**src/rtl/crd_pkg.sv**
```systemverilog
// Shared token definitions for the sparse coordinate-drop unit.
// Tokens are 17 bits wide: bit 16 clear marks a data coordinate, bit 16 set
// marks a control token (stop with a level in [7:0], or the done token).
package crd_pkg;

   localparam int unsigned TOK_W = 17;

   typedef logic [TOK_W-1:0] token_t;

   localparam token_t DONE      = 17'h10100;
   localparam token_t STOP_BASE = 17'h10000;

   typedef enum logic [1:0] {
      ST_IDLE,
      ST_HOLD,
      ST_DONE_WAIT
   } state_e;

   function automatic logic is_data(input token_t t);
      return !t[16];
   endfunction

   function automatic logic is_done(input token_t t);
      return t == DONE;
   endfunction

   function automatic logic is_stop(input token_t t);
      return t[16] && (t[15:8] == 8'h00);
   endfunction

   function automatic logic [7:0] stop_level(input token_t t);
      return t[7:0];
   endfunction

   function automatic token_t make_stop(input logic [7:0] lvl);
      return STOP_BASE | token_t'(lvl);
   endfunction

endpackage

```
**src/rtl/reg_fifo.sv**
```systemverilog
// Two-entry registered FIFO driving one output stream. The producer only
// pushes when full_o is low and the consumer only pops when valid_o is high.
module reg_fifo
   import crd_pkg::*;
(
   input  logic   clk,
   input  logic   flush_i,
   input  logic   push_i,
   input  token_t data_i,
   input  logic   pop_i,
   output logic   full_o,
   output logic   valid_o,
   output token_t data_o
);

   token_t     mem_q [2];
   logic       wr_ptr_q;
   logic       rd_ptr_q;
   logic [1:0] count_q;

   // Storage, pointers and occupancy update.
   always_ff @(posedge clk) begin
      if (flush_i) begin
         // NOTE: the storage is cleared too, because the data output must read
         // zero after a flush, not just be marked invalid.
         mem_q[0] <= '0;
         mem_q[1] <= '0;
         wr_ptr_q <= 1'b0;
         rd_ptr_q <= 1'b0;
         count_q  <= '0;
      end else begin
         if (push_i) begin
            mem_q[wr_ptr_q] <= data_i;
            wr_ptr_q        <= ~wr_ptr_q;
         end
         if (pop_i) begin
            rd_ptr_q <= ~rd_ptr_q;
         end
         count_q <= count_q + {1'b0, push_i} - {1'b0, pop_i};
      end
   end

   assign full_o  = (count_q == 2'd2);
   assign valid_o = (count_q != 2'd0);
   assign data_o  = mem_q[rd_ptr_q];

endmodule

```
**src/rtl/crd_drop.sv**
```systemverilog
// Coordinate-drop unit: removes outer coordinates whose inner fiber is empty
// and merges the inner stop tokens those empty fibers leave behind. The
// inner stop that closes a fiber is held back in a one-entry pending
// register, so a run of empty fibers after it can still raise its level.
module crd_drop
   import crd_pkg::*;
(
   input  logic        clk,
   input  logic        flush,
   input  logic        rst_n,
   input  logic        clk_en,
   input  logic        tile_en,
   input  logic        cmrg_enable,
   input  logic [15:0] cmrg_stop_lvl,
   input  logic        cmrg_mode,
   input  logic [16:0] cmrg_coord_in_0,
   input  logic        cmrg_coord_in_0_valid,
   output logic        cmrg_coord_in_0_ready,
   input  logic [16:0] cmrg_coord_in_1,
   input  logic        cmrg_coord_in_1_valid,
   output logic        cmrg_coord_in_1_ready,
   output logic [16:0] cmrg_coord_out_0,
   output logic        cmrg_coord_out_0_valid,
   input  logic        cmrg_coord_out_0_ready,
   output logic [16:0] cmrg_coord_out_1,
   output logic        cmrg_coord_out_1_valid,
   input  logic        cmrg_coord_out_1_ready
);

   // Ports kept for interface compatibility; they have no function here.
   logic unused_ok;
   assign unused_ok = ^{rst_n, cmrg_enable, cmrg_stop_lvl};

   state_e     state_q;
   token_t     held_q;
   logic       nonempty_q;
   logic       pend_v_q;
   logic [7:0] pend_lvl_q;

   logic   active;
   logic   rdy_0, rdy_1;
   logic   push_0, push_1;
   token_t din_0, din_1;
   logic   pend_clr;
   logic   fire_0, fire_1;
   logic   full_0, full_1;
   logic   fvalid_0, fvalid_1;
   token_t fdata_0, fdata_1;
   logic   pop_0, pop_1;
   token_t tok_0, tok_1;
   logic [7:0] lvl_1;

   assign active = clk_en && tile_en && !flush;
   assign tok_0  = cmrg_coord_in_0;
   assign tok_1  = cmrg_coord_in_1;
   assign lvl_1  = stop_level(tok_1);
   assign fire_0 = rdy_0 && cmrg_coord_in_0_valid;
   assign fire_1 = rdy_1 && cmrg_coord_in_1_valid;

   // Input acceptance and FIFO push decode for the current state.
   always_comb begin
      // NOTE: every output of this block gets a default first so that no
      // path leaves a value unassigned and infers a latch.
      rdy_0    = 1'b0;
      rdy_1    = 1'b0;
      push_0   = 1'b0;
      push_1   = 1'b0;
      din_0    = '0;
      din_1    = '0;
      pend_clr = 1'b0;
      if (active) begin
         if (cmrg_mode) begin
            rdy_0  = !full_0;
            rdy_1  = !full_1;
            push_0 = rdy_0 && cmrg_coord_in_0_valid;
            push_1 = rdy_1 && cmrg_coord_in_1_valid;
            din_0  = tok_0;
            din_1  = tok_1;
         end else begin
            unique case (state_q)
               ST_IDLE: begin
                  rdy_0 = !full_0;
                  if (rdy_0 && cmrg_coord_in_0_valid && !is_data(tok_0) && !is_done(tok_0)) begin
                     push_0 = 1'b1;
                     din_0  = tok_0;
                  end
               end
               ST_HOLD: begin
                  if (pend_v_q) begin
                     // A stop may still merge into the pending stop; data
                     // waits while the pending stop goes out ahead of it.
                     rdy_1 = !is_data(tok_1);
                     if (cmrg_coord_in_1_valid && is_data(tok_1) && !full_1) begin
                        push_1   = 1'b1;
                        din_1    = make_stop(pend_lvl_q);
                        pend_clr = 1'b1;
                     end
                  end else begin
                     rdy_1 = !full_1 && (nonempty_q || !full_0);
                     if (rdy_1 && cmrg_coord_in_1_valid && is_data(tok_1)) begin
                        push_1 = 1'b1;
                        din_1  = tok_1;
                        if (!nonempty_q) begin
                           push_0 = 1'b1;
                           din_0  = held_q;
                        end
                     end
                  end
               end
               ST_DONE_WAIT: begin
                  if (pend_v_q) begin
                     if (!full_1) begin
                        push_1   = 1'b1;
                        din_1    = make_stop(pend_lvl_q);
                        pend_clr = 1'b1;
                     end
                  end else begin
                     rdy_1 = !full_0 && !full_1;
                     if (rdy_1 && cmrg_coord_in_1_valid && is_done(tok_1)) begin
                        push_0 = 1'b1;
                        push_1 = 1'b1;
                        din_0  = DONE;
                        din_1  = DONE;
                     end
                  end
               end
               default: ;
            endcase
         end
      end
   end

   // Drop-mode FSM: held coordinate, fiber occupancy and pending stop.
   always_ff @(posedge clk) begin
      if (flush) begin
         state_q    <= ST_IDLE;
         held_q     <= '0;
         nonempty_q <= 1'b0;
         pend_v_q   <= 1'b0;
         pend_lvl_q <= '0;
      end else if (active && !cmrg_mode) begin
         // NOTE: state registers use non-blocking assignments so every
         // branch sees the values from before this clock edge.
         if (pend_clr) begin
            pend_v_q <= 1'b0;
         end
         unique case (state_q)
            ST_IDLE: begin
               if (fire_0) begin
                  if (is_data(tok_0)) begin
                     held_q     <= tok_0;
                     nonempty_q <= 1'b0;
                     state_q    <= ST_HOLD;
                  end else if (is_done(tok_0)) begin
                     state_q <= ST_DONE_WAIT;
                  end
               end
            end
            ST_HOLD: begin
               if (fire_1) begin
                  if (is_data(tok_1)) begin
                     nonempty_q <= 1'b1;
                  end else begin
                     state_q <= ST_IDLE;
                     if (nonempty_q) begin
                        pend_v_q   <= 1'b1;
                        pend_lvl_q <= lvl_1;
                     end else if (pend_v_q) begin
                        if (lvl_1 > pend_lvl_q) begin
                           pend_lvl_q <= lvl_1;
                        end
                     end else if (lvl_1 != 8'd0) begin
                        pend_v_q   <= 1'b1;
                        pend_lvl_q <= lvl_1;
                     end
                  end
               end
            end
            ST_DONE_WAIT: begin
               if (fire_1 && is_done(tok_1)) begin
                  state_q <= ST_IDLE;
               end
            end
            default: state_q <= ST_IDLE;
         endcase
      end
   end

   assign pop_0 = fvalid_0 && cmrg_coord_out_0_ready && clk_en && tile_en;
   assign pop_1 = fvalid_1 && cmrg_coord_out_1_ready && clk_en && tile_en;

   reg_fifo u_fifo_0 (
      .clk     (clk),
      .flush_i (flush),
      .push_i  (push_0),
      .data_i  (din_0),
      .pop_i   (pop_0),
      .full_o  (full_0),
      .valid_o (fvalid_0),
      .data_o  (fdata_0)
   );

   reg_fifo u_fifo_1 (
      .clk     (clk),
      .flush_i (flush),
      .push_i  (push_1),
      .data_i  (din_1),
      .pop_i   (pop_1),
      .full_o  (full_1),
      .valid_o (fvalid_1),
      .data_o  (fdata_1)
   );

   assign cmrg_coord_in_0_ready  = rdy_0;
   assign cmrg_coord_in_1_ready  = rdy_1;
   assign cmrg_coord_out_0       = fdata_0;
   assign cmrg_coord_out_1       = fdata_1;
   assign cmrg_coord_out_0_valid = fvalid_0 && tile_en;
   assign cmrg_coord_out_1_valid = fvalid_1 && tile_en;

endmodule

```
**config.mk**
```make
export PLATFORM = sky130hd
export DESIGN_NAME = crd_drop
export DESIGN_NICKNAME = d
export VERILOG_FILES = /design/src/rtl/crd_pkg.sv /design/src/rtl/reg_fifo.sv /design/src/rtl/crd_drop.sv
export SDC_FILE = /design/constraint.sdc
export NUM_CORES = 1
export LEC_CHECK = 0
export ABC_AREA = 1
export BUFFER_PORTS_ARGS = -buffer_cell sky130_fd_sc_hd__buf_2
export CAP_MARGIN = 20
export CORE_MARGIN = 5
export CORE_UTILIZATION = 55
export DETAILED_ROUTE_END_ITERATION = 7
export GPL_TIMING_DRIVEN = 1
export PLACE_DENSITY = 0.79
export SLEW_MARGIN = 10
export SYNTH_ARGS = -nofsm -noshare
export SYNTH_HDL_FRONTEND = slang
export SYNTH_SLANG_ARGS = --single-unit
```
**constraint.sdc**
```tcl
create_clock -name clk -period 2.8 [get_ports clk]
set_input_delay 0.84 -clock clk [delete_from_list [all_inputs] [get_ports clk]]
set_output_delay 0.84 -clock clk [all_outputs]
set_load 0.005 [all_outputs]
```
==> results.md <==
* Outcome: finished clean
* Cells along the critical path: inv_1 > ha_1 > buf_4 > nand2_1 > a21oi_2 > buf_2
* Ports at a little under 100
* Diodes inserted at 0
* CP required at between 1.5 and 2 ns
* Yosys Warn Count at 0
* Drt pass-1 iters at 7
* Crit-path leading delay family: buffers and inverters
* Gr usage total at 0.214
* CP Depth at 6
* Nets at around 800
* Cells on worst reg2reg path at 14
* Final Setup Violations at 0
* Vias per cell at roughly 5.4
* Hold Buf Count CTS at 0
* Max Root-Sink Buffers at 2
* #FFs+latches synth at roughly 110
* Total of max-cap violations at 0
* Synth Instances at between 600 and 700
* Area grow syn2layout at 14.7%
* Max frequency at around 370 MHz
* Total power at just under 3000 µW
* Setup tns final at 0 ns
* CTS Root Cell: clkbuf_8
* RD Place Congestion at roughly 0.90
* WS Path Type: reg -> out
* Worst reg2reg path endpoint: u_fifo_1.count_q[1]
* Starting Density at 0.558
* Cell area after layout at 0.00652 mm²
* Startpoint types: register
* Largest net degree at the start of global routing at 34
* Placed cell areas at around 0.0063 mm²
* Area taken by multi-input logic gates at around 0.0025 mm²
* Hold WC Path Type: reg -> reg
* Share of post-route cells with drive strength above 1 at 0.279
* H-tree Lvls at 3
* Critical-path top delay cell: dfxtp_1
* WP buf/inv at 3
* Worst slew margin at 0.714
* Critical Path AT at roughly 1.9 ns
* P per Cell Area at between 400 and 500 mW/mm²
* DRC viols at 0
* Cts bufs inserted at 9
* Worst R2R Start: state_q[0]
* Hold Violations, Final at 0
* Worst-Margin Slew at about 0.43 ns
* Worst Hold End: held_q[3]
* Sequential cell area at approximately 0.0028 mm²
* Fillers at between 800 and 900
* Leak at approximately 0.0026 µW
* DRT iter0 DRCs at 294
* Most frequent cells in the layout: nor2_1 (108), nand2_1 (84), buf_2 (80)
* DR vias at roughly 4600
* RSZ-0062 raised after global routing: no
* Final min period at around 2.7 ns
* Die width at between 100 and 150 µm
* Max-slew violation count at 0
* CP Capture Type: output pin
* Row count at 37
* Core box area at just over 0.01 mm²
* Max incr delay on CP at about 0.42 ns
* CTS tree: done
* Reg-to-reg setup timing slack at 0.50 ns
* Die height at between 100 and 150 µm
* Total Wirelength at ~13000 µm
* Clock latency on the worst-skew pair at ~0.38 ns
* Antenna violation net count after detailed routing at 0
* Post-Syn Area at 0.00569 mm²
* CTS sink count at ~110
* Vias in the first global route at 4605
* Sequential element share of the synthesized area at 0.493
* PortBufs at 80
* First-pass GRT wire length at between 20000 and 25000 µm
* Library cells used by synthesis at 39
* Final worst-path cycle share at 0.962
* WL/cell at approximately 15 µm
* Clock slew at reported path FFs at about 0.10 ns
* VDD IR max at ~0.25 mV
* Avg Synthesized Cell Area at approximately 9.0 µm²
* Final worst clock skew at between 0.01 and 0.015 ns
* Syn_nets at 708
* Detailed-placement wirelength estimate at between 9000 and 10000 µm
* Most common cell after layout, fill and taps aside: nor2_1
* Initial antenna violation count at 0
* Die ar. at between 0.01 and 0.015 mm²
* GR Overflow Total at 0
* Hold Startpoint: held_q[3]
* Hold Path Depth at 2
* Worst-path maximum fanout at 11
[how the worst max path moves through the flow]
stage | from | endpoint
after floorplan | cmrg_coord_in_1[13] | u_fifo_1.mem_q[0][0]
after global placement | cmrg_coord_in_1[1] | u_fifo_1.count_q[1]
after detailed placement | cmrg_coord_in_1[1] | u_fifo_1.count_q[1]
after CTS | state_q[1] | cmrg_coord_in_1_ready
after global routing | state_q[0] | cmrg_coord_in_1_ready
final | state_q[0] | cmrg_coord_in_1_ready
[flip-flops by register name, summed over array words and instances, names as in the netlist, 2 cells and up, named ones only]
signal,cells
u_fifo_1.count_q,2
held_q,16
u_fifo_0.mem_q,34
state_q,2
u_fifo_0.count_q,2
u_fifo_1.mem_q,34
pend_lvl_q,8
[per-layer routing]
layer  wire, µm  GRT usage  part of all wire  vias to the layer above
li1           -          -                 -                     2287
met1       5810      0.293              0.44                     2137
met2       6130      0.338              0.47                      184
met3        855     0.0467             0.065                       26
met4        280     0.0738             0.021                        0
met5          0          0                 0                        -
[cell families (layout without fill, tap and decap cells)]
group / Yosys count / count (layout) / synth area share
AND/OR/NAND/NOR: 270 / 270 / 0.215
flip-flops: 106 / 106 / 0.493
AO/OA/AOI/OAI: 102 / 102 / 0.114
buffers and inverters: 102 / 195 / 0.0733
multiplexers: 34 / 34 / 0.0673
adder cells (fa/ha/maj): 15 / 15 / 0.0330
XOR/XNOR: 3 / 3 / 0.00462
[worst register-to-register path: stages, from the launching register on]
cell      delay, ns
dfxtp_1        0.37
inv_1          0.12
ha_1           0.21
inv_1          0.05
nor2_1         0.15
nand2_1        0.07
nor2_1         0.15
nand2_2        0.13
nand2_4        0.09
nand2_4        0.05
a21boi_4       0.23
ha_1           0.20
xor2_1         0.19
o21ai_0        0.10
a21oi_1        0.13
[power breakdown]
| part | switching, µW | total (µW) | internal [µW] |
|---|---|---|---|
| sequential | 12.7 | 1710 | 1700 |
| combinational | 177 | 299 | 121 |
| clock | 541 | 952 | 411 |
| total | 731 | 2960 | 2230 |
[cells in the mapped netlist]
library cell	count	area share
nand3_2	5	0.0088
nand3_1	32	0.028
o21bai_1	8	0.011
nor2_4	1	0.0020
nor2_2	14	0.015
mux2_2	34	0.067
nor3_1	3	0.0026
inv_2	5	0.0033
a21oi_1	35	0.031
a31oi_1	1	0.0011
o22ai_1	6	0.0066
nor2_1	108	0.071
inv_4	1	0.0011
nand4_1	9	0.0099
o211ai_1	4	0.0053
buf_6	3	0.0059
clkbuf_1	15	0.0099
clkinv_1	2	0.0013
o21ai_0	33	0.029
buf_4	1	0.0013
inv_1	71	0.047
dfxtp_1	38	0.13
o21a_1	1	0.0013
nor3_2	2	0.0035
and2_1	1	0.0011
buf_2	4	0.0035
nand2_1	84	0.055
ha_1	15	0.033
or2_2	1	0.0011
nand2_4	5	0.0099
edfxtp_1	68	0.36
a211oi_1	1	0.0013
a21boi_4	1	0.0033
o22ai_2	10	0.022
o21ai_2	1	0.0015
a21oi_2	1	0.0015
nand2_2	5	0.0055
xnor2_1	2	0.0031
xor2_1	1	0.0015
[area by class of cell]
cell class                 count  area share
clock buffer                   9      0.0190
clock inverter                 7      0.0104
inverter                      79      0.0458
multi-input combinational    424       0.381
sequential                   106       0.430
tap                          136      0.0261
timing repair buffer         100      0.0882
[stage by stage]
step	setup WS, ns	cells	utilization	hold WS [ns]
6_report	0.108	861	0.641	0.458
5_1_grt	0.00669	861	0.641	0.485
4_1_cts	0.00768	860	0.638	0.459
3_5_place_dp	0.127	844	0.619	0.444
3_3_place_gp	0.203	844	0.619	0.438
2_1_floorplan	0.144	632	-	0.425
[what timing repair did]
action                                  CTS  global route
buffers inserted                          0             1
resized for setup                         0             3
endpoints found under the setup margin    0             1
No activity file was read; power rests on OpenSTA's default activity.
